File: config.mk
export PLATFORM = sky130hd
export DESIGN_NAME = led_pattern_sequencer
export DESIGN_NICKNAME = d
export VERILOG_FILES = /design/src/rtl/led_pattern_sequencer.sv
export SDC_FILE = /design/constraint.sdc
export NUM_CORES = 1
export LEC_CHECK = 0
export CAP_MARGIN = 0
export CORE_ASPECT_RATIO = 1.25
export CORE_MARGIN = 4
export CORE_UTILIZATION = 54
export CTS_BUF_LIST = sky130_fd_sc_hd__clkbuf_4
export CTS_CLUSTER_DIAMETER = 100
export DETAILED_ROUTE_END_ITERATION = 7
export PLACE_DENSITY = 0.77
export SKIP_LAST_GASP = 1
export SLEW_MARGIN = 10
export SYNTH_ARGS = -nofsm -noshare
export SYNTH_HDL_FRONTEND = slang
export SYNTH_SLANG_ARGS = --single-unit
File: constraint.sdc
create_clock -name CLK -period 2.4 [get_ports CLK]
set_input_delay 0.36 -clock CLK [delete_from_list [all_inputs] [get_ports CLK]]
set_output_delay 0.36 -clock CLK [all_outputs]
set_load 0.05 [all_outputs]
File: src/rtl/led_pattern_sequencer.sv
// LED pattern sequencer: two debounced push-buttons drive a 4-mode
// pattern engine (OFF, BLINK, SHIFT, COUNT) on an 8-LED bank.
// SW1 advances the mode, SW2 toggles pause/resume. A prescaler sets
// the pattern step rate. All outputs are registered.
module led_pattern_sequencer #(
   parameter int TICK_DIV   = 6000000,
   parameter int DEB_CYCLES = 120000
) (
   input  logic       CLK,
   input  logic       RSTN,
   input  logic       SW1,
   input  logic       SW2,
   output logic [7:0] LED,
   output logic [1:0] MODE,
   output logic       RUN
);

   localparam int DW = $clog2(DEB_CYCLES + 1);
   localparam int PW = $clog2(TICK_DIV);
   localparam logic [DW-1:0] DEB_LAST = DW'(DEB_CYCLES - 1);
   localparam logic [PW-1:0] TICK_LAST = PW'(TICK_DIV - 1);

   typedef enum logic [1:0] {
      M_OFF   = 2'd0,
      M_BLINK = 2'd1,
      M_SHIFT = 2'd2,
      M_COUNT = 2'd3
   } mode_t;

   // Bit 0 carries SW1 (mode), bit 1 carries SW2 (pause/resume).
   logic [1:0]         raw;
   logic [1:0]         sync_a;
   logic [1:0]         sync_b;
   logic [1:0]         deb;
   logic [1:0]         deb_d;
   logic [1:0][DW-1:0] deb_cnt;
   logic [1:0]         press;
   logic               mode_press;
   logic               run_press;

   mode_t              mode_q;
   mode_t              next_mode;
   logic               run_q;
   logic [PW-1:0]      presc;
   logic [7:0]         pat;
   logic [7:0]         step_val;
   logic [7:0]         entry_val;
   logic               tick;

   assign raw = {SW2, SW1};

   // Two-flop synchronizers for the asynchronous button inputs.
   always_ff @(posedge CLK or negedge RSTN) begin
      if (!RSTN) begin
         sync_a <= 2'b00;
         sync_b <= 2'b00;
      end else begin
         sync_a <= raw;
         sync_b <= sync_a;
      end
   end

   // Debounce: accept a new level only after DEB_CYCLES consecutive
   // cycles of disagreement; any agreement restarts the count.
   always_ff @(posedge CLK or negedge RSTN) begin
      if (!RSTN) begin
         deb     <= 2'b00;
         deb_cnt <= '0;
      end else begin
         for (int i = 0; i < 2; i++) begin
            if (sync_b[i] != deb[i]) begin
               if (deb_cnt[i] == DEB_LAST) begin
                  deb[i]     <= sync_b[i];
                  deb_cnt[i] <= '0;
               end else begin
                  deb_cnt[i] <= deb_cnt[i] + 1'b1;
               end
            end else begin
               deb_cnt[i] <= '0;
            end
         end
      end
   end

   // Delayed debounced level, used to detect rising edges (presses).
   always_ff @(posedge CLK or negedge RSTN) begin
      if (!RSTN) begin
         deb_d <= 2'b00;
      end else begin
         deb_d <= deb;
      end
   end

   // One-cycle press pulses on debounced 0->1 only; releases are ignored.
   assign press      = deb & ~deb_d;
   assign mode_press = press[0];
   assign run_press  = press[1];

   // A step tick is the prescaler wrap; a coincident mode change discards it.
   assign tick = run_q && (presc == TICK_LAST) && !mode_press;

   // Next mode, its entry pattern, and the per-mode step function.
   always_comb begin
      next_mode = mode_t'(mode_q + 2'd1);
      entry_val = (next_mode == M_SHIFT) ? 8'h01 : 8'h00;
      step_val  = 8'h00;
      case (mode_q)
         M_OFF:   step_val = 8'h00;
         M_BLINK: step_val = ~pat;
         M_SHIFT: step_val = {pat[6:0], pat[7]};
         M_COUNT: step_val = pat + 8'd1;
         default: step_val = 8'h00;
      endcase
   end

   // Mode state machine, run flag, prescaler and pattern register.
   always_ff @(posedge CLK or negedge RSTN) begin
      if (!RSTN) begin
         mode_q <= M_OFF;
         run_q  <= 1'b1;
         presc  <= '0;
         pat    <= 8'h00;
      end else begin
         if (mode_press) begin
            mode_q <= next_mode;
            pat    <= entry_val;
            presc  <= '0;
         end else begin
            if (run_q) begin
               presc <= (presc == TICK_LAST) ? '0 : presc + 1'b1;
            end
            if (tick) begin
               pat <= step_val;
            end
         end
         if (run_press) begin
            run_q <= ~run_q;
         end
      end
   end

   assign LED  = pat;
   assign MODE = mode_q;
   assign RUN  = run_q;

endmodule

Word-level counts from Yosys, hierarchy flattened
Index checks and enable logic that the tools add are counted.

word-level totals
  logic and storage cells = 48
  bits of input ports = 4
  flip-flop bits (word level) = 76

operators by class
  add/subtract/negate cells = 5
  reductions and logical operators = 8
  bitwise gates (word level) = 4
  eq/ne operators = 9
  muxes and demuxes = 11

operator list
  cell                   number
  $mux 23                3
  $mux 17                4
  $add 17x1->17 const B  2
  $eq 17x17->1 const B   2
  $pmux 8 s4             1
  $add 23x1->23 const B  1
  $eq 23x23->1 const B   1
  $mux 8                 2
  $add 8x1->8 const B    1
  $not 8->8              1
  $eq 2x2->1 const B     3
  $reduce_and 2->1       2
  $reduce_bool 2->1      2
  $add 2x1->2 const B    1
  $and 2x2->2            1
  $eq 2x1->1 const B     1
  $logic_and 1x1->1      2
  $logic_not 2->1        1
  $ne 1x1->1             2
  $not 2->2              1
  $logic_not 1->1        1
  $mux 1                 1
  $not 1->1              1

Logic depth before layout (Yosys ltp)
Gate-level depths: netlist of the first run.

  depth after elaboration = 6
  gate-level depth with buffers = 8
  gate-level depth less buffers = 7

Worst setup path before layout of the first run
Ideal clock, no wire load.

  path type = register -> register
  from = reg presc[14]
  to = reg pat[2] (netlist: LED[2])
  path buffers = 1
  library setup time = 0.073 ns
  stages on the path, launching flop included = 7
  data arrival time = 2.097 ns
  setup slack = 0.230 ns
  required time = 2.327 ns
  path through = dfrtp_1 > or4b_4 > nor4_4 > nand3_2 > buf_6 > or3_1 > a21oi_2

between the ends
  longest elaborated chain between the ends = 4

RTL lines
  element                             line  text
  from (decl)                         44    logic [PW-1:0] presc;
  from (signal assigned)              130   presc <= (presc == TICK_LAST) ? '0 : presc + 1'b1;
  $eq 23x23->1                        100   assign tick = run_q && (presc == TICK_LAST) && !mode_press;
  $logic_and 1x1->1 (2 in series)     100
  $reduce_bool 2->1 (no source line)  -
  to (signal assigned)                126   pat <= entry_val;
  to (signal assigned)                133   pat <= step_val;
  to (decl)                           45    logic [7:0] pat;

Every way passes these cells.
A chain may end at the register's enable or synchronous reset.

Worst setup path in the final report of the first run
  from = reg presc[13]
  to = reg presc[16]

between the ends
  longest elaborated chain between the ends = 4

RTL lines
  element                                        line  text
  $add 23x1->23 or $eq 23x23->1 (tied branches)  130
  $mux 23 *                                      130
  $mux 23 *                                      129   if (run_q) begin
  $mux 23 *                                      124   if (mode_press) begin

Every way passes the cells marked *; elsewhere a longest branch is shown, timed or not. The select of a mux whose other input is x is not followed.

==> results of run 1 <==
-- sequential cells by signal (all words and copies together) (netlist names) --
name / count
sync_a: 2
MODE: 2
sync_b: 2
presc: 23
RUN: 1
LED: 8
deb: 2
deb_cnt: 34
deb_d: 2
-- layer usage --
layer / vias to the layer above / routed length (um)
met2: 80 / 3960
li1: 1544 / -
met3: 10 / 327
met5: - / 0
met1: 1553 / 3410
met4: 0 / 124
-- kinds of logic (layout without fill, tap and decap cells) --
logic type | after synthesis | in the layout | synth area share
simple gates | 200 | 200 | 0.265
mux | 8 | 8 | 0.0206
flops | 76 | 76 | 0.474
buf+inv | 34 | 57 | 0.0349
compound gates | 55 | 55 | 0.0876
fa+ha+maj | 9 | 9 | 0.0281
xor+xnor | 41 | 41 | 0.0895
-- cell type report --
type	count	share of cell area
clock inverter	2	0.00341
sequential	76	0.433
tap	90	0.0256
timing repair buffer	24	0.0518
clock buffer	14	0.0239
inverter	17	0.0145
multi-input combinational	313	0.448
-- worst max path at each step --
stage	to	slack, ns	cells after the start
after floorplan	LED[2]	0.23	6
after global placement	presc[8]	0.27	6
after detailed placement	presc[19]	0.23	6
after CTS	LED[1]	0.20	1
after global routing	presc[22]	0.07	6
final	presc[16]	0.19	6
-- metrics by stage --
stage / cell area (um^2) / cells / worst slack [ns] / util
after floorplan: 4010 / 423 / 0.230 / -
after global placement: 4270 / 519 / 0.274 / 0.601
after detailed placement: 4270 / 519 / 0.226 / 0.601
after CTS: 4400 / 536 / 0.199 / 0.619
after global routing: 4400 / 536 / 0.0731 / 0.619
final: 4400 / 536 / 0.190 / 0.619
-- power by group through the flow --
| stage | logic [mW] | clock network, mW | registers, mW |
|---|---|---|---|
| CTS | 0.0647 | 0.725 | 1.30 |
| detailed placement | 0.0633 | 0 | 1.33 |
| floorplan | 0.0247 | 0 | 1.33 |
| global route | 0.0737 | 0.782 | 1.31 |
| global placement | 0.0629 | 0 | 1.33 |
| finish | 0.0622 | 0.702 | 1.30 |
-- synthesized netlist by cell type, drive strengths merged, types with 4 or more instances --
library cell / count / area [um^2]
and4: 6 / 53.8
inv: 16 / 60.1
dfrtp: 75 / 1880
o21ai: 18 / 90.1
nor2: 51 / 191
clkbuf: 11 / 41.3
nand4: 15 / 93.8
mux2i: 6 / 60.1
xnor2: 22 / 193
nor3: 16 / 80.1
and3: 11 / 70.1
nand2: 29 / 109
o41ai: 4 / 35.0
nand3: 37 / 190
nor4: 10 / 77.6
a21oi: 18 / 97.6
a222oi: 5 / 50.1
buf: 6 / 35.0
xor2: 19 / 166
ha: 9 / 113
or2: 4 / 25.0
-- worst max-delay path: stages (launching register included) --
cell     delay [ns]
dfrtp_1        0.46
or4b_4         0.57
nor4_4         0.34
buf_4          0.20
nand2_1        0.06
nor2_1         0.34
nor3_1         0.11
==> results.txt, run 1 <==
Once detailed placement completed, the half-perimeter wirelength came to 5210 um. The detail-routed net length per standard cell came out at 14.6 um. For the number of global-route vias before repair, the log shows 2984. The run finished with clean final reports.

The number of setup buffers added after CTS is 0. For hold timing, the worst endpoint is sync_b[1]. The path class of the tightest hold or removal check is reg -> reg. Leaving out fill and tap cells, the most frequent cell in the layout is dfrtp_1. The type of element capturing the critical path is a register.

Based on the critical path, the design can be clocked at up to 453 MHz. For the pin with the worst max-slew slack, the measured transition is 0.739 ns. Summing every instance area after synthesis gives 4010 um^2. The ratio of cells with drive above 1 in the final layout came out at 0.0919. At the end of routability-driven placement, the weighted congestion stood at 0.879. The synthesized area per cell is 9.48 um^2. The final-report hold violation count was 0. For the proportion of power drawn by the clock network, the log shows 0.339. The floorplan has 34 rows.

After clock tree synthesis, the clock-pin slew on the worst setup and hold paths is 0.12 ns. The share of synthesized flip-flops with an asynchronous set or reset was 1.00; the maximum fanout encountered on the critical timing path was 6. The number of buffers added on ports works out to 14. Entering global routing, the biggest net connects 77 pins. Setup violations remaining at the end of the flow were counted as 0. STA classifies the critical path startpoint as a register. The analysis attributes to cell leakage a power of 1.80 nW. The number of optimization iterations in the first detailed-route pass came out at 5. The startpoint of the worst hold path was sync_a[1]. Total vias in the final route: 3187. From left edge to right edge, the die measures 85.1 um.

The relative slew slack was 0.505. The ratio of final minimum period to clock period works out to 0.921. For the data arrival time of the critical path, the log shows 2.48 ns. The run gives 0.565 as the starting density of the core. 0 antenna diodes ended up in the layout.

Number of antenna violations at the first check in global routing: 0. For the register-to-register path setup slack, the log shows 0.19 ns. The switching part of the total came out at 0.234. The met1 layer usage reported by global route is 0.251. Internal power comes to 1.58 mW. For this block, the initial DRC count from the detailed router was 200. The run gives 7100 um^2 as the core outline area.

The synthesis-stage register bit count is 76. In this run the worst setup path begins at presc[13]. The synthesized netlist contains 50 unique library cells.

Final hold analysis gives a worst-case slack of 0.362 ns. On the final layout, the worst clock skew is 0.0187 ns. During synthesis, Yosys emitted a total of 0 warnings. After filler insertion, the fill cell instance count of the layout stands at 636. The worst-case IR drop observed on VDD is 0.273 mV. The global routing stage identified its most utilized layer as met2.

In this run, synthesis inferred 0 flip-flops with an integrated enable. At the worst endpoint, the required time is 2.67 ns. The number of sinks driven by the clock tree was 76; the number of buffers created by CTS was 9. After detailed routing, the total wire length is 7830 um. Setup repair after global routing left no endpoint under its margin. Summing all flip-flop and latch instances after layout gives 1900 um^2. The logs give 2 for the number of buffers on the longest clock path and 0.483 mW for the switching component of the power. The floorplan step defined a die boundary enclosing 8880 um^2. Counting every net in the synthesized netlist gives 436. The later pin in the worst-skew pair is clocked with a latency of 0.41 ns.

Max-cap violations in this run came to 0. At the end of the flow, the number of nets in the layout was 454. The tools report the overall global routing resource usage as 0.190. The tools report the met3 usage as 0.0357.

The leading register cell type out of synthesis is dfrtp_1. The master cell of the clock root buffer was clkbuf_4. Dividing total power by cell area gives a power density of 470 nW/um^2. Compared with the post-synthesis result, the final layout area differs by 9.64%. The source of the worst register-to-register timing path is presc[13]. The average vias per placed instance was 5.95.

The number of cells on the worst reg-to-reg path is 6. The library cells used most frequently in the layout, excluding fill and tap cells, are dfrtp_1, nor2_1, nand3_1. In the routed design, unresolved DRC markers number 0. The number of buffers added to fix hold violations after cts came out at 1. The final number of max-transition violations is 0, and the global-route wire length before repair is 14000 um.

After clock tree synthesis, the repair step resized 0 gates. The count of nets left with antenna violations once routing finished came out at 0. The overall power consumption is 2.07 mW, and the register share of total power is 0.630.

The met2 capacity usage during global routing was 0.311; the sequential area share after synthesis was 0.474. Pin placement for this block handled 15 I/O pins. The gate count after technology mapping was 423.

The worst register-to-register path ends at presc[16]. The run gives 0 ns as the final sum of negative setup slack. The logs give 3 for the H-tree level count and 0.030 for the combinational cell fraction of total power.

The total overflow left after global routing is 0. The worst hold path depth came out at 0. In the final layout, the multi-input gates occupy 1970 um^2. The floorplan die height is 104 um, and the final critical-path required period is 2.21 ns. TritonCTS built the clock tree. The setup path with the least slack is of type reg -> reg.
Power figures use the tool's default switching activity.
==> run 2: changes to the inputs <==
Settings changed: RECOVER_POWER set to 50.
==> results.txt, run 2 (synthesis gave the netlist of run 1 again) <==
The run finished with clean final reports. The tools report the count of inserted antenna diode cells as 0 (unchanged). The number of buffers created by CTS was 9 (unchanged). The tools report the core outline area as 7100 um^2 (unchanged).

For hold timing, the worst endpoint is sync_b[1]. The data arrival time of the critical path is 2.47 ns (about the same). For the final-report hold violation count, the log shows 0 (unchanged). The signal on the critical path passes through or4b_4 -> nor4_4 -> buf_4 -> nand2_1 -> nor2_1 -> nor3_1.

The number of antenna violations at the first check in global routing was 0 (unchanged). The tools report the die outline area as 8880 um^2 (unchanged). The ratio of final minimum period to clock period was 0.912 (-0.00840). The number of buffers on the longest clock path was 2 (unchanged). The switching part of the total is 0.234 (+0.000635).

The routed wire length was 7830 um (about the same); the number of flip-flops in the largest register was 34 (unchanged). The worst register-to-register path ends at presc[16]. The final sum of negative setup slack came out at 0 ns (unchanged). The number of cells traversed by the worst register-to-register path works out to 6 (unchanged).

The highest ir drop seen on vdd was 0.275 mV (+0.41%); the number of global-route vias before repair was 2984 (unchanged). The overall die width works out to 85.1 um (unchanged). The starting density of the core came out at 0.565 (unchanged). The final weighted congestion in routability-driven placement was 0.879 (unchanged). The insertion delay of the later-clocked pin in the worst-skew pair is 0.42 ns (about the same), and the final layout net count is 454 (unchanged). The actual slew at the worst max-slew pin works out to 1.03 ns (+0.291 ns). The floorplan die height is 104 um (unchanged), and the number of top-level design ports is 15 (unchanged). The standby leakage power came out at 1.80 nW (-0.25%). The cell area after layout came out at 4390 um^2 (-0.28%). The ratio of cells with drive above 1 in the final layout was 0.0919 (unchanged). The switching component of the power came out at 0.484 mW (+0.15%).

The source of the worst register-to-register timing path is presc[14]. Total vias in the final route: 3167 (-0.63%). The worst hold path depth is 0 (unchanged). Leaving out fill and tap cells, the most frequent cell in the layout is dfrtp_1. Detail-routed net length per standard cell: 14.6 um (about the same). The tools report the count of unresolved DRC violations after routing as 0 (unchanged). For the proportion of power drawn by the clock network, the log shows 0.340 (about the same). Setup repair after global routing left no endpoint under its margin.

The detailed router's first-iteration violation count is 184 (-8.0%). The average vias per placed instance is 5.91 (-0.63%). The setup path with the least slack is of type reg -> reg.

Delay of the slowest critical-path stage: 0.55 ns (-0.02 ns). The final standard cell utilization of the core is 0.617 (-0.00176), and the maximum fanout encountered on the critical timing path is 7 (+1). Power per unit of standard cell area: 471 nW/um^2 (+0.16%). Register-to-register path setup slack: 0.21 ns (+0.02 ns). The overall global routing resource usage came out at 0.190 (unchanged). The top cell types in the final layout, fill and taps aside, are dfrtp_1, nor2_1, nand3_1.

The residual antenna-violating net count after detailed routing is 0 (unchanged). The worst setup path is captured at a register. The run gives 0 (unchanged) as the reported max-cap violation count. The cell row count is 34 (unchanged), and the number of sinks driven by the clock tree is 76 (unchanged).

CTS placed an instance of clkbuf_4 at the clock tree root. The post-synthesis to final-layout area growth was 9.33%. The register share of total power came out at 0.631 (about the same). The run gives 14000 um (unchanged) as the global-route wire length before repair. The logs give 0 (unchanged) for the number of gates resized after cts and 0.028 (-0.002) for the combinational cell fraction of total power. The run gives 2.68 ns (about the same) as the required time reported for the critical path endpoint. Register ranked first by flip-flop count: deb_cnt. The slowest stage of the critical path belongs to the cell or4b_4. The startpoint kind of the worst setup timing path was a register. The number of filler instances in the final layout was 638 (+0.31%); the clock input transition at the sequential cells of the worst setup and hold paths was 0.12 ns (about the same). For the overall power consumption, the log shows 2.06 mW (-0.12%). The worst hold path begins at sync_a[1]. The final HPWL from detailed placement came out at 5210 um (unchanged). The final critical-path required period is 2.19 ns (-0.0202 ns). For the final number of max-transition violations, the log shows 0 (unchanged). The H-tree level count was 3 (unchanged); the highest clock frequency the design can meet was 457 MHz (+0.92%). The maximum number of pins on one net before global-route repair is 77 (unchanged). The placed standard-cell area was 4270 um^2 (unchanged). Internal cell power: 1.58 mW (-0.20%). The number of optimization iterations in the first detailed-route pass was 4 (-1). For the setup violation total in the final timing report, the log shows 0 (unchanged). The clock tree skew after final layout came out at 0.0196 ns (+0.000914 ns). The final global-route overflow total was 0 (unchanged).

The number of buffers added on ports came out at 14 (unchanged). The class of the worst hold path was reg -> reg. TritonCTS built the clock tree.

The relative slew slack is 0.313 (-0.192).
-- run 2: cell count changes in the layout (fill, tap and decap cells not counted), sizes merged --
| cell | previous run | this run |
|---|---|---|
| buf | 10 | 8 |
| clkdlybuf4s50 | 13 | 11 |
| clkbuf | 14 | 16 |
| dlygate4sd3 | 1 | 3 |
-- run 2: worst max-delay path by stage --
stage | endpoint | slack [ns] | startpoint
global placement | presc[8] | 0.27 | presc[13]
CTS | LED[1] | 0.20 | LED[1]
global route | presc[22] | 0.07 | presc[14]
finish | presc[16] | 0.21 | presc[14]
floorplan | LED[2] | 0.23 | presc[14]
detailed placement | presc[19] | 0.23 | presc[14]
-- run 2: critical path: cells and delay by family (launching register included) --
kind,cells,cell delay (ns)
and+or+nand+nor,5,1.41
DFF,1,0.45
buffers and inverters,1,0.19
-- run 2: metal layers --
| metal | wire length (um) | global-route usage |
|---|---|---|
| met1 | 3500 | 0.251 |
| met2 | 3980 | 0.311 |
| met5 | 0 | 0 |
| met4 | 135 | 0.0679 |
| met3 | 214 | 0.0357 |
-- run 2: timing repair --
item | 4_1_cts | 5_1_grt
hold buffers | 1 | 0
setup buffers | 0 | 0
hold endpoints to repair | 75 | 0
-- run 2: power by group through the flow --
stage                     sequential, mW  clock [mW]  combinational, mW
after floorplan                     1.33           0             0.0247
after global placement              1.33           0             0.0629
after detailed placement            1.33           0             0.0633
after CTS                           1.30       0.725             0.0647
after global routing                1.31       0.782             0.0697
final                               1.30       0.703             0.0587
-- run 2: per-stage QoR --
stage	setup slack, ns	hold slack [ns]	std cells
after floorplan	0.230	0.0644	423
after global placement	0.274	0.336	519
after detailed placement	0.226	0.336	519
after CTS	0.199	0.350	536
after global routing	0.0731	0.369	536
final	0.210	0.361	536
-- run 2: area by class of cell --
| class | instances | area [um^2] | area share |
|---|---|---|---|
| clock buffers | 14 | 105 | 0.0240 |
| inverters | 17 | 63.8 | 0.0146 |
| flip-flops and latches | 76 | 1900 | 0.434 |
| clock inverters | 2 | 15.0 | 0.00342 |
| multi-input cells | 313 | 1970 | 0.449 |
| repair buffers | 24 | 215 | 0.0491 |
| well taps | 90 | 113 | 0.0257 |
==> run 3: changes to the inputs <==
Settings changed: ABC_AREA set to 1.
==> results.txt, run 3 <==
The run gives 1900 um^2 (unchanged) as the sequential cell area. The overall die width was 89.3 um (+5.0%). Highest ir drop seen on vdd: 0.419 mV (+52%). The detail-routed net length per standard cell is 12.8 um (-12%), and the count of unresolved DRC violations after routing is 0 (unchanged). For the H-tree level count, the log shows 3 (unchanged). By count the netlist is led by nand2_1, nor2_1, dfrtp_1.

Synthesis warning total: 0 (unchanged). The final critical-path required period was 2.17 ns (-0.0218 ns). For the number of top-level design ports, the log shows 15 (unchanged). The final weighted congestion in routability-driven placement was 0.910 (+3.5%); the ratio of cells with drive above 1 in the final layout was 0.0681 (-0.0238).

The area share of fa/ha/maj cells after synthesis was 0.0252 (-0.00286); the placed standard-cell area was 4710 um^2 (+10%). The total vias in the final route came out at 3896 (+23%). Number of buffers added on ports: 14 (unchanged).

The worst hold path belongs to the class reg -> reg. The data arrival time of the critical path came out at 1.81 ns (-0.66 ns). Among all flip-flop cells after synthesis, the most frequent one is dfrtp_1. The run gives 0.290 (-0.0229) as the relative slew slack. The compound-gate portion of the synthesized area is 0.0476 (-0.0400), and the number of enable flip-flop cells after synthesis is 0 (unchanged). The tools report the post-synth net total as 617 (+42%). Of all cell types, the one taking the most synthesized area is dfrtp_1. Register ranked first by flip-flop count: deb_cnt. The tools report the master cell of the clock root buffer as clkbuf_4. Kind of cell with the highest combined delay on the critical path: buffers and inverters. The overall power consumption is 2.15 mW (+4.2%), and the reported max-cap violation count is 0 (unchanged).

Largest family of logic cells by synthesized area: simple AND/OR/NAND/NOR gates. Setup repair after global routing left no endpoint under its margin. Compared with the post-synthesis result, the final layout area differs by 8.41%. The most frequent standard cell in the layout excluding fill and tap cells is nand2_1. The number of flip-flops in the largest register was 34 (unchanged). The ratio of final minimum period to clock period was 0.903 (-0.00908).

The tools report the number of filler instances in the final layout as 736 (+15%). On the critical path, the stage with the largest delay is an instance of clkdlybuf4s50_1. The run gives 5 (+1) as the number of optimization iterations in the first detailed-route pass. The setup violation total in the final timing report is 0 (unchanged). The area share of the largest cell type after synthesis works out to 0.420 (-0.0476). The logs give 42 (-45%) for the maximum number of pins on one net before global-route repair and 1 (unchanged) for the number of buffers added to fix hold violations after cts. The final number of max-transition violations is 0 (unchanged), and the final global-route overflow total is 0 (unchanged). Type of element capturing the critical path: an output port. Required time reported for the critical path endpoint: 2.04 ns (-0.64 ns). Gate count after technology mapping: 604 (+43%).

Setup fix buffers added after clock tree synthesis: 0 (unchanged). The number of buffers and inverters on the critical path was 1 (unchanged). For the routed wire length, the log shows 9310 um (+19%). The tools report the number of antenna violations at the first check in global routing as 0 (unchanged). The synthesized area per cell came out at 7.39 um^2 (-22%). The mux share of post-synthesis cell area is 0 (-0.0206). Number of buffers created by CTS: 9 (unchanged). The tools report the number of gates resized after cts as 0 (unchanged). The starting density of the core was 0.563 (-0.00135).

The delay of the slowest critical-path stage is 0.81 ns (+0.26 ns), and the die outline area is 9800 um^2 (+10%). The worst setup path is launched from a register. TritonCTS built the clock tree. The post-route non-filler standard cell count came out at 726 (+35%). Count of cell types in the netlist: 31 (-38%). The insertion delay of the later-clocked pin in the worst-skew pair came out at 0.44 ns (+0.02 ns). The cell row count was 36 (+5.9%). The standby leakage power was 2.13 nW (+18%); the actual slew at the worst max-slew pin was 1.06 ns (+0.0343 ns).

The run gives 461 MHz (+1.0%) as the highest clock frequency the design can meet. The logs give 3802 (+27%) for the number of global-route vias before repair and 0.426 (-0.0483) for the sequential area share after synthesis. The run gives 4840 um^2 (+10%) as the cell area after layout. The worst setup path is of the reg -> out kind. Final HPWL from detailed placement: 6850 um (+31%). The clock input transition at the sequential cells of the worst setup and hold paths came out at 0.12 ns (about the same). The run finished with clean final reports.

The top cell types in the final layout, fill and taps aside, are nand2_1, nor2_1, dfrtp_1. Among all cell types in the netlist, the one instantiated most often is nand2_1. For the combined area of all synthesized cells, the log shows 4470 um^2 (+11%).

The final layout net count is 639 (+41%), and the share of synthesized flip-flops with an asynchronous set or reset is 1.00 (unchanged). The maximum fanout encountered on the critical timing path is 2 (-5). The overall global routing resource usage is 0.214 (+0.0237). The number of sinks driven by the clock tree is 76 (unchanged), and the power per unit of standard cell area is 445 nW/um^2 (-5.6%). After synthesis, the cell types taking the most area are dfrtp_1, nand2_1, nor2_1.

The global-route wire length before repair was 16500 um (+18%). The share of the synthesized netlist area taken by xor and xnor gates works out to 0.0451 (-0.0444). The logs give 7930 um^2 (+12%) for the core outline area and 0.0161 ns (-0.00350 ns) for the clock tree skew after final layout. The synthesis-stage register bit count is 76 (unchanged), and the number of buffers on the longest clock path is 2 (unchanged). The run gives 2220 um^2 (+12%) as the multi-input combinational cell area. The detailed router's first-iteration violation count came out at 267 (+45%). The run gives 0 (unchanged) as the final-report hold violation count.

The tools report the residual antenna-violating net count after detailed routing as 0 (unchanged). The critical path goes through clkdlybuf4s50_1. The floorplan die height is 110 um (+5.1%), and the cell total after placement is 709 (+37%). Final sum of negative setup slack: 0 ns (unchanged). For the count of inserted antenna diode cells, the log shows 0 (unchanged). The simple-gate share of the synthesized area came out at 0.380 (+0.115). Average vias per placed instance: 5.37 (-9.2%).
==> run 3: changes by cell type in the layout (fill, tap and decap cells not counted), moves of 18 or more <==
cell and delta:
inv_1 +55, nand2_1 +117, nand3_1 +27, nor2_1 +48, xnor2_1 -18
==> run 3: final cells by class <==
type / instances / area share
well taps: 95 / 0.0246
repair buffers: 17 / 0.0349
flip-flops and latches: 76 / 0.393
inverters: 75 / 0.0610
clock buffers: 10 / 0.0155
clock inverters: 6 / 0.0132
multi-input cells: 447 / 0.458
==> run 3: per-layer routing <==
metal | up-vias | routed length, um | global-route usage
li1 | 1974 | - | -
met1 | 1820 | 3980 | 0.266
met4 | 0 | 178 | 0.0915
met2 | 86 | 4740 | 0.364
met3 | 16 | 406 | 0.0352
met5 | - | 0 | 0
==> run 3: cell families (layout without fill, tap and decap cells) <==
kind of cell,Yosys count,in the layout
AOI/OAI and AO/OA,38,38
xor gates and xnor gates,23,23
adders and majority gates,9,9
buffers and inverters,81,108
DFF,76,76
and+or+nand+nor,377,377
==> run 3: report_power, final <==
part / total, mW / leakage (nW) / switching [mW] / internal (mW)
Sequential: 1.30 / 1.04 / 0.00769 / 1.29
Combinational: 0.0591 / 1.01 / 0.0428 / 0.0164
Clock: 0.794 / 0.0744 / 0.465 / 0.329
Total: 2.15 / 2.13 / 0.515 / 1.64
==> run 3: path summary, 6_finish.rpt <==
kind | cells after the start | startpoint | slack, ns | to
max | 1 | RUN | 0.23 | RUN
min | 0 | sync_a[1] | 0.36 | sync_b[1]
max reg2reg | 6 | RUN | 0.46 | presc[9]
min reg2reg | 0 | sync_a[1] | 0.36 | sync_b[1]
max in group asynchronous | 3 | RSTN | 0.97 | RUN
min in group asynchronous | 2 | RSTN | 0.62 | presc[8]
==> run 3: metrics by stage <==
step	worst slack [ns]	hold slack (ns)	utilization
floorplan	0.667	0.0644	-
global placement	0.697	0.334	0.594
detailed placement	0.616	0.338	0.594
CTS	0.204	0.324	0.612
global route	0.147	0.383	0.611
finish	0.232	0.364	0.611
